[src/rtl/register_write_arbiter.sv]
// register_write_arbiter: shares the register-file write port between the ALU (port 0) and load (port 1) writebacks.
// Define REG_WRITE_ARB_ROUND_ROBIN_EN for round-robin contention; otherwise port 0 has fixed priority.
module register_write_arbiter #(
    parameter int W = 32
) (
    input  logic         clk,
    input  logic         reset_asynchronous,
    input  logic         inp_valid0,
    input  logic         inp_valid1,
    input  logic [3:0]   inp_address0,
    input  logic [3:0]   inp_address1,
    input  logic [W-1:0] inp_data0,
    input  logic [W-1:0] inp_data1,
    output logic         out_ready0,
    output logic         out_ready1,
    input  logic [3:0]   inp_read_address0,
    input  logic [3:0]   inp_read_address1,
    output logic         out_hazard0,
    output logic         out_hazard1,
    output logic         out_write_enable,
    output logic [3:0]   out_write_address,
    output logic [W-1:0] out_write_data,
    output logic         out_r15_drop
);

    logic         grant0;
    logic         grant1;
    logic         xfer;
    logic [3:0]   sel_addr;
    logic [W-1:0] sel_data;

    logic         we_q,    we_d;
    logic [3:0]   waddr_q, waddr_d;
    logic [W-1:0] wdata_q, wdata_d;
    logic         drop_q,  drop_d;

`ifdef REG_WRITE_ARB_ROUND_ROBIN_EN
    logic last_grant_q, last_grant_d;

    // On contention the port that did not win last time is granted.
    always_comb begin
        grant0 = inp_valid0 & (~inp_valid1 | last_grant_q);
        grant1 = inp_valid1 & (~inp_valid0 | ~last_grant_q);
    end

    always_comb begin
        last_grant_d = last_grant_q;
        if (xfer) begin
            last_grant_d = grant1;
        end
    end

    always_ff @(posedge clk or posedge reset_asynchronous) begin
        if (reset_asynchronous) begin
            last_grant_q <= 1'b1;
        end else begin
            last_grant_q <= last_grant_d;
        end
    end
`else
    always_comb begin
        grant0 = inp_valid0;
        grant1 = inp_valid1 & ~inp_valid0;
    end
`endif

    assign out_ready0 = grant0 & ~reset_asynchronous;
    assign out_ready1 = grant1 & ~reset_asynchronous;
    assign xfer       = out_ready0 | out_ready1;
    assign sel_addr   = grant1 ? inp_address1 : inp_address0;
    assign sel_data   = grant1 ? inp_data1    : inp_data0;

    // R15 requests are accepted but never reach the register file; address/data hold.
    always_comb begin
        we_d    = 1'b0;
        drop_d  = 1'b0;
        waddr_d = waddr_q;
        wdata_d = wdata_q;
        if (xfer) begin
            if (sel_addr == 4'hF) begin
                drop_d = 1'b1;
            end else begin
                we_d    = 1'b1;
                waddr_d = sel_addr;
                wdata_d = sel_data;
            end
        end
    end

    always_ff @(posedge clk or posedge reset_asynchronous) begin
        if (reset_asynchronous) begin
            we_q    <= 1'b0;
            waddr_q <= '0;
            wdata_q <= '0;
            drop_q  <= 1'b0;
        end else begin
            we_q    <= we_d;
            waddr_q <= waddr_d;
            wdata_q <= wdata_d;
            drop_q  <= drop_d;
        end
    end

    function automatic logic hazard_for(input logic [3:0] ra);
        logic hit;
        hit = (inp_valid0 && (inp_address0 == ra)) ||
              (inp_valid1 && (inp_address1 == ra)) ||
              (we_q       && (waddr_q      == ra));
        return hit && (ra != 4'hF);
    endfunction

    assign out_hazard0 = hazard_for(inp_read_address0);
    assign out_hazard1 = hazard_for(inp_read_address1);

    assign out_write_enable  = we_q;
    assign out_write_address = waddr_q;
    assign out_write_data    = wdata_q;
    assign out_r15_drop      = drop_q;

endmodule

[config.mk]
export PLATFORM = sky130hd
export DESIGN_NAME = register_write_arbiter
export DESIGN_NICKNAME = d
export VERILOG_FILES = /design/src/rtl/register_write_arbiter.sv
export SDC_FILE = /design/constraint.sdc
export NUM_CORES = 1
export LEC_CHECK = 0
export ABC_AREA = 1
export CORE_MARGIN = 3
export CORE_UTILIZATION = 40
export DETAILED_ROUTE_END_ITERATION = 8
export GPL_ROUTABILITY_DRIVEN = 0
export PLACE_DENSITY = 0.79
export SLEW_MARGIN = 20
export SYNTH_ARGS = -nofsm -noshare
export SYNTH_HDL_FRONTEND = slang
export SYNTH_SLANG_ARGS = --single-unit
[constraint.sdc]
create_clock -name clk -period 1.7 [get_ports clk]
set_input_delay 0.51 -clock clk [delete_from_list [all_inputs] [get_ports clk]]
set_output_delay 0.51 -clock clk [all_outputs]
set_load 0.05 [all_outputs]
======== Word-level counts from Yosys, hierarchy flattened ========
Cells that the tools add are included.
cells by class
  mux-type cells .......................... 6
  reduce and logical (&&, ||, !) cells .... 13
  equal/unequal tests ..................... 9
  bitwise logic cells ..................... 7
operators with widths
  cell                                           count
  32-bit 2-to-1 mux                              1
  4-bit == test                                  6
  1-bit logical AND                              8
  4-bit inequality test (second input constant)  2
  4-bit == test (second input constant)          1
  1-bit logical OR                               4
  1-bit 2-to-1 mux                               4
  4-bit 2-to-1 mux                               1
  1-bit AND                                      3
  1-bit NOT                                      3
  2-bit AND reduction                            1
  1-bit bitwise OR                               1
word-level totals
  output and inout bits ................... 42
  flip-flop bits (word level) ............. 38
  logic and storage cells ................. 39

======== Depth between registers and ports, before layout ========
Gate-level depths: netlist (run 1).
  depth after elaboration ................. 6
  depth in mapped cells ................... 11
  mapped depth without buffers ............ 9

======== Worst setup path after synthesis (run 1) ========
Ideal clock, no wire load.
  kind .................................... input -> output
  start ................................... in inp_valid0
  end ..................................... out out_ready1
  path slack .............................. -0.409 ns
  path buffers ............................ 2
  cell stages on the path ................. 5
  data arrival time ....................... 1.599 ns
  cells stage by stage .................... inv_2 nand2_2 buf_6 clkbuf_1 nor2_1
between the ends
  longest elaborated chain between the ends .. 3
ends and longest elaborated chain
  element      RTL line  RTL
  from (decl)  8         input logic inp_valid0,
  1-bit NOT    63        grant1 = inp_valid1 & ~inp_valid0;
  1-bit AND    63
  1-bit AND    68        assign out_ready1 = grant1 & ~reset_asynchronous;
  to (decl)    15        output logic out_ready1,
No other way between the ends.

======== Worst setup path in the final report (run 1) ========
  start ................................... reg waddr_q[2], in the netlist out_write_address[2]
  end ..................................... out out_hazard0
between the ends
  longest elaborated chain between the ends .. 4
ends and longest elaborated chain
  element                 RTL line  RTL
  from (decl)             33        logic [3:0] waddr_q, waddr_d;
  from (signal assigned)  98        waddr_q <= waddr_d;
  4-bit == test           108       (we_q && (waddr_q == ra));
  1-bit logical AND       108
  1-bit logical OR        107       (inp_valid1 && (inp_address1 == ra)) ||
  1-bit logical AND       109       return hit && (ra != 4'hF);
  to (decl)               18        output logic out_hazard0,
No other way between the ends.

==> flow_summary.yaml, run 1 <==
yosys:
  synth-simple-area-share_pct: 50.1
  synthMuxAreaShare_pct: 0
  ys_seq_area_share_pct: 38.1
  synth_top_family_by_area: "simple AND/OR/NAND/NOR gates"
  synth-adder-area-share_pct: 0
  syn_avg_cell_area_um2: 6.36
  synth.net_count: 476
  synth_cell_type_count: 20
  syn_area_um2: 2490
  syn_inst: 392
  synth_xor_area_share_pct: 1.76
  synth_compound_area_share_pct: 1.00
  ys_warn_count: 0
  ys_ff_latch: 38
routing:
  ant_nets: 0
  drc: 0
  drtIter0Drc: 200
  vias: 3048
  routedWlPerCell_um: 13.7
  drt_wl_total_um: 8550
  via_per_inst: 4.88
  firstDrtPassIters: 5
hold_path:
  hold_class: "in -> async"
worst_setup_path:
  critPathLaunchType: "flip-flop"
  path_max_fanout: 4
  criticalPathCategory: "reg -> out"
  critical_path_required_ps: 1190
  critPathCaptureType: "primary output"
  arrival_ps: 1460
run:
  maxCapViolations: 0
clocking:
  htreeDepth: 2
  clock-sinks: 38
  cts-buffers-inserted: 5
  hold_buffers: 0
  root_buffer: "clkbuf_8"
  cts_tree: "done"
  cts_max_path_buffers: 2
  clk_latency_ps: 280
  clk_pin_slew_ps: 80
place:
  dpl.cell_count: 604
  dpl_worst_slack_ps: -635
  port_buffers: 125
  dp_hpwl_um: 6440
die:
  ios: 126
  die-height_um: 85.0
  die-area_um2: 7220
  fp.coreArea_um2: 5990
  start_util_pct: 41.6
  num_rows: 28
  die_x_um: 85.0
timing:
  min_period_over_period_pct: 116
  tightest_slew_ps: 445
  rsz0062_at_grt: "true"
  finalWorstSetupSlack_ps: -268
  finalHoldViolCount: 0
  min_period_ps: 1970
  timing.hold.ws_ps: 476
  slew_viol_final: 0
  skew_ps: 0
  max_freq_ghz: 0.508
  setup_viol: 2
  slew_headroom_pct: 70.1
grt:
  antenna_found_initial: 0
  grt_max_degree: 27
  grt_remaining_overflow: 0
  grt_pass1_wl_um: 13700
  grt_pass1_vias: 2991
  track_usage_pct: 23.1
cells_and_area:
  drive_above_1_share_pct: 29.7
  utilization_pct: 78.4
  layout_commonest_cell: "nand2_1"
  fillers: 416
  final-seq-area_um2: 957
  insertedDiodeCount: 0
  layout.cells.non_filler: 624
  syn_to_final_growth_pct: 88.3
  multiInputGateArea_um2: 1410
  final_cell_mix: "nand2_1, clkdlybuf4s50_1, buf_12, buf_4, dfrtp_1"
  nNetsFinal: 632
power_and_ir_drop:
  peakVddDrop_mv: 0.562
  power.density_nw_per_um2: 843
  p_leak_nw: 2.45
outcome:
  status: "finished with violations"
  violations: "setup timing"
per-layer routing:
metal,track usage [%],vias up,part of all wire [%]
met1,26.2,1369,37
li1,-,1504,-
met2,42.6,149,52
met5,0,-,0
met4,8.78,0,3.1
met3,4.47,26,8.2
synth_stat cells:
master	n	area [um^2]
buf_6	4	45.0
buf_8	1	15.0
buf_4	1	7.51
buf_2	6	30.0
nand2_1	225	845
nand2_2	1	6.26
nand4_1	2	12.5
nor2_1	20	75.1
xnor2_1	5	43.8
inv_1	27	101
dfrtp_1	38	951
o21ai_1	1	5.00
nand3_1	36	180
nor2_2	3	18.8
clkbuf_1	6	22.5
inv_2	1	3.75
o21ai_0	2	10.0
a21oi_1	2	10.0
nand3_2	9	90.1
nand2_4	2	22.5
cell type report:
class / count / area share (%)
repair buffers: 167 / 42.8
multi-input cells: 308 / 30.0
flip-flops and latches: 38 / 20.4
inverters: 28 / 2.50
well taps: 75 / 2.00
clock buffers: 6 / 1.55
clock inverters: 2 / 0.799
where the power goes:
group	switching (mW)	internal [mW]
clock	0.317	0.438
combinational	1.02	0.969
sequential	0.170	1.05
worst max-delay path, stage by stage, from the launching register on:
cell and delay [ps]:
dfrtp_2 450, inv_2 70, nand2_2 50, nand2_1 60, nor2_1 50, nand3_2 80
nand3_2 80, nand2_2 90, clkinvlp_4 90, buf_12 150
what timing repair did:
| item | CTS | global route |
|---|---|---|
| cloned | 0 | 1 |
| setup endpoints to repair | 42 | 20 |
| gates resized for setup | 82 | 18 |
| pin swaps | 11 | 11 |
| setup buffers | 10 | 1 |
flip-flops by register name, indices dropped and copies added (netlist names):
| name | cells |
|---|---|
| out_write_enable | 1 |
| out_r15_drop | 1 |
| out_write_data | 32 |
| out_write_address | 4 |
path summary, 6_finish.rpt:
check / from / end / slack [ps] / cells after the start
max: out_write_address[2] / out_hazard0 / -270 / 9
min: reset_asynchronous / out_write_data[0] / 480 / 3
max reg2reg: out_write_address[3] / out_write_address[3] / 860 / 3
min reg2reg: out_write_data[25] / out_write_data[25] / 530 / 2
max in group asynchronous: reset_asynchronous / out_write_data[28] / 780 / 4
min in group clk: out_write_data[25] / out_write_data[25] / 530 / 2
per-stage QoR:
stage	TNS (ps)	area [um^2]	total power, mW
after floorplan	0	2530	2.06
after global placement	-20100	4460	3.11
after detailed placement	-21390	4460	3.15
after CTS	-461	4620	3.93
after global routing	-662	4700	4.14
final	-521	4700	3.96
logic make-up (layout without fill, tap and decap cells):
family	after synthesis	count (layout)
compound gates	5	5
xor+xnor	5	5
buf+inv	46	203
flops	38	38
simple gates	298	298
Note: power is estimated with default switching activity, not from simulation.
==> run 2: changes to the inputs <==
--- a/config.mk
+++ b/config.mk
@@ -5,13 +5,11 @@
 export SDC_FILE = /design/constraint.sdc
 export NUM_CORES = 1
 export LEC_CHECK = 0
-export ABC_AREA = 1
 export CORE_MARGIN = 3
-export CORE_UTILIZATION = 40
+export CORE_UTILIZATION = 38
 export DETAILED_ROUTE_END_ITERATION = 8
 export GPL_ROUTABILITY_DRIVEN = 0
 export PLACE_DENSITY = 0.79
-export SLEW_MARGIN = 20
 export SYNTH_ARGS = -nofsm -noshare
 export SYNTH_HDL_FRONTEND = slang
 export SYNTH_SLANG_ARGS = --single-unit
==> run 2 against run 1 <==
  * The flow still finishes with violations (setup timing)
  * Clock power increased by 0.5%
  * Sequential share of layout area increased by 0.96 points
  * Critical path type is now in -> out
  * Hold slack improved by 30 ps
  * Utilization increased by 1.8 points
==> flow_summary.yaml, run 2 <==
yosys:
  synth_compound_area_share_pct: 4.82
  yosysMostFrequentCell: "mux2_2"
  synthMuxAreaShare_pct: 35.0
  synth_commonest_cells: "mux2_2, dfrtp_1, nor2_1, xnor2_1, xor2_1"
  synth_top_flop_cell: "dfrtp_1"
  netlist_top_cells_area: "dfrtp_1, mux2_2, xnor2_1"
  syn_area_um2: 2200
  synth_area_leader_cell: "dfrtp_1"
  syn_inst: 175
  ys_ff_latch: 38
  synth_edf_count: 0
  synth-adder-area-share_pct: 0
  syn_avg_cell_area_um2: 12.6
  synth.net_count: 259
  ys_warn_count: 0
  synth_top_family_by_area: "multiplexers"
  synth-simple-area-share_pct: 6.98
  synth_cell_type_count: 24
  synth_xor_area_share_pct: 7.15
  ys_seq_area_share_pct: 43.1
  ys_async_sr_fraction_pct: 100
  synth_top_area_share_pct: 43.1
routing:
  wl_met2_um: 3600
  routedWlPerCell_um: 17.9
  ant_nets: 0
  drc: 0
  vias: 2032
  drt-met1-wl_um: 2780
  firstDrtPassIters: 4
  via_per_inst: 5.04
  drt_wl_total_um: 7210
  highest_layer: "met4"
  dr_wl_met3_um: 710
  drtIter0Drc: 52
clocking:
  root_buffer: "clkbuf_8"
  clock-sinks: 38
  cts_max_path_buffers: 2
  hold_buffers: 0
  clk_latency_ps: 280
  htreeDepth: 2
  clk_pin_slew_ps: 80
  cts-buffers-inserted: 5
  cts_tree: "done"
place:
  dpl_worst_slack_ps: -688
  port_buffers: 125
  dp_hpwl_um: 5390
  dpl.cell_count: 390
cells_and_area:
  drive_above_1_share_pct: 54.4
  multiInputGateArea_um2: 1370
  layout.cells.non_filler: 403
  final_cell_mix: "clkdlybuf4s50_1, buf_12, mux2_2, dfrtp_1, mux2_4"
  final-seq-area_um2: 953
  insertedDiodeCount: 0
  nNetsFinal: 414
  largest_register_ffs: 32
  layout_commonest_cell: "clkdlybuf4s50_1"
  syn_to_final_growth_pct: 103
  fillers: 324
timing:
  rsz0062_at_grt: "true"
  finalHoldViolCount: 0
  skew_ps: 0
  max_freq_ghz: 0.505
  slew_viol_final: 0
  min_period_ps: 1980
  slew_headroom_pct: 67.9
  fin_tns_setup_ps: -623
  setup_viol: 13
  finalWorstSetupSlack_ps: -280
  tightest_slew_ps: 482
  min_period_over_period_pct: 116
  timing.hold.ws_ps: 506
power_and_ir_drop:
  power.total_mw: 4.03
  peakVddDrop_mv: 0.616
  p_leak_nw: 1.96
  power.density_nw_per_um2: 902
worst_setup_path:
  critical_path_required_ps: 1190
  path_max_fanout: 3
  criticalPathCategory: "in -> out"
  critPathCaptureType: "primary output"
  critPathLaunchType: "input pin"
  arrival_ps: 1470
die:
  die_x_um: 82.2
  fp.coreArea_um2: 5570
  die-height_um: 82.2
  num_rows: 27
  die-area_um2: 6750
  start_util_pct: 39.6
  ios: 126
grt:
  grt_pass1_wl_um: 10400
  track_usage_pct: 20.9
  grt_remaining_overflow: 0
  grt_max_degree: 39
  grt_pass1_vias: 2078
  antenna_found_initial: 0
hold_path:
  hold_class: "in -> async"
run:
  maxCapViolations: 0
outcome:
  status: "finished with violations"
  violations: "setup timing"
-- run 2: changes by cell type after synthesis, moves of 5 or more --
cell | before | now
mux2i_1 | 0 | 5
nand2_1 | 225 | 1
xnor2_1 | 5 | 10
inv_1 | 27 | 1
nand3_2 | 9 | 0
nand3_1 | 36 | 4
nor2_1 | 20 | 10
xor2_1 | 0 | 8
mux2_2 | 0 | 63
-- run 2: per-layer routing --
| layer | up-vias | global-route usage, % |
|---|---|---|
| met3 | 8 | 8.79 |
| met1 | 977 | 24.2 |
| met4 | 0 | 7.48 |
| met2 | 101 | 34.7 |
| li1 | 946 | - |
| met5 | - | 0 |
-- run 2: cell families (layout without fill, tap and decap cells) --
logic type | Yosys count | count (layout)
muxes | 69 | 69
DFF | 38 | 38
and+or+nand+nor | 27 | 27
xor gates and xnor gates | 18 | 18
AOI/OAI and AO/OA | 13 | 13
buffers and inverters | 10 | 166
-- run 2: power breakdown --
part	switching (mW)	internal (mW)
registers	0.184	1.05
clock network	0.327	0.432
logic	0.911	1.12
total	1.42	2.61
-- run 2: worst paths after layout --
check / endpoint / cells past startpoint / from / slack [ps]
max: out_hazard0 / 7 / inp_read_address0[3] / -280
min: out_write_data[9] / 3 / reset_asynchronous / 510
max reg2reg: out_write_address[1] / 2 / out_write_address[1] / 820
min reg2reg: out_write_data[14] / 1 / out_write_data[14] / 580
max in group asynchronous: out_write_address[2] / 3 / reset_asynchronous / 830
min in group clk: out_write_data[14] / 1 / out_write_data[14] / 580
-- run 2: metrics by stage --
stage | cell area, um^2 | utilization, %
5_1_grt | 4470 | 80.2
4_1_cts | 4360 | 78.2
3_3_place_gp | 4220 | 75.7
6_report | 4470 | 80.2
3_5_place_dp | 4220 | 75.7
2_1_floorplan | 2370 | -
-- run 2: layout make-up --
class                   count  share of cell area [%]
clock buffers               5                    1.54
well taps                  72                    2.02
repair buffers            157                    43.4
multi-input cells         127                    30.6
inverters                   1                   0.168
clock inverters             3                   0.896
flip-flops and latches     38                    21.3
-- run 2: critical path: stages --
cell	delay, ps
buf_2	140
buf_4	150
xor2_1	130
nor2_1	90
o2111ai_1	100
o211ai_1	120
buf_4	230
-- run 2: what timing repair did --
item | CTS | global route
setup buffers | 2 | 1
setup endpoints to repair | 40 | 6
gates cloned | 0 | 2
gates resized for setup | 84 | 14
pin swaps | 10 | 1
endpoints found under the hold margin | 0 | 0
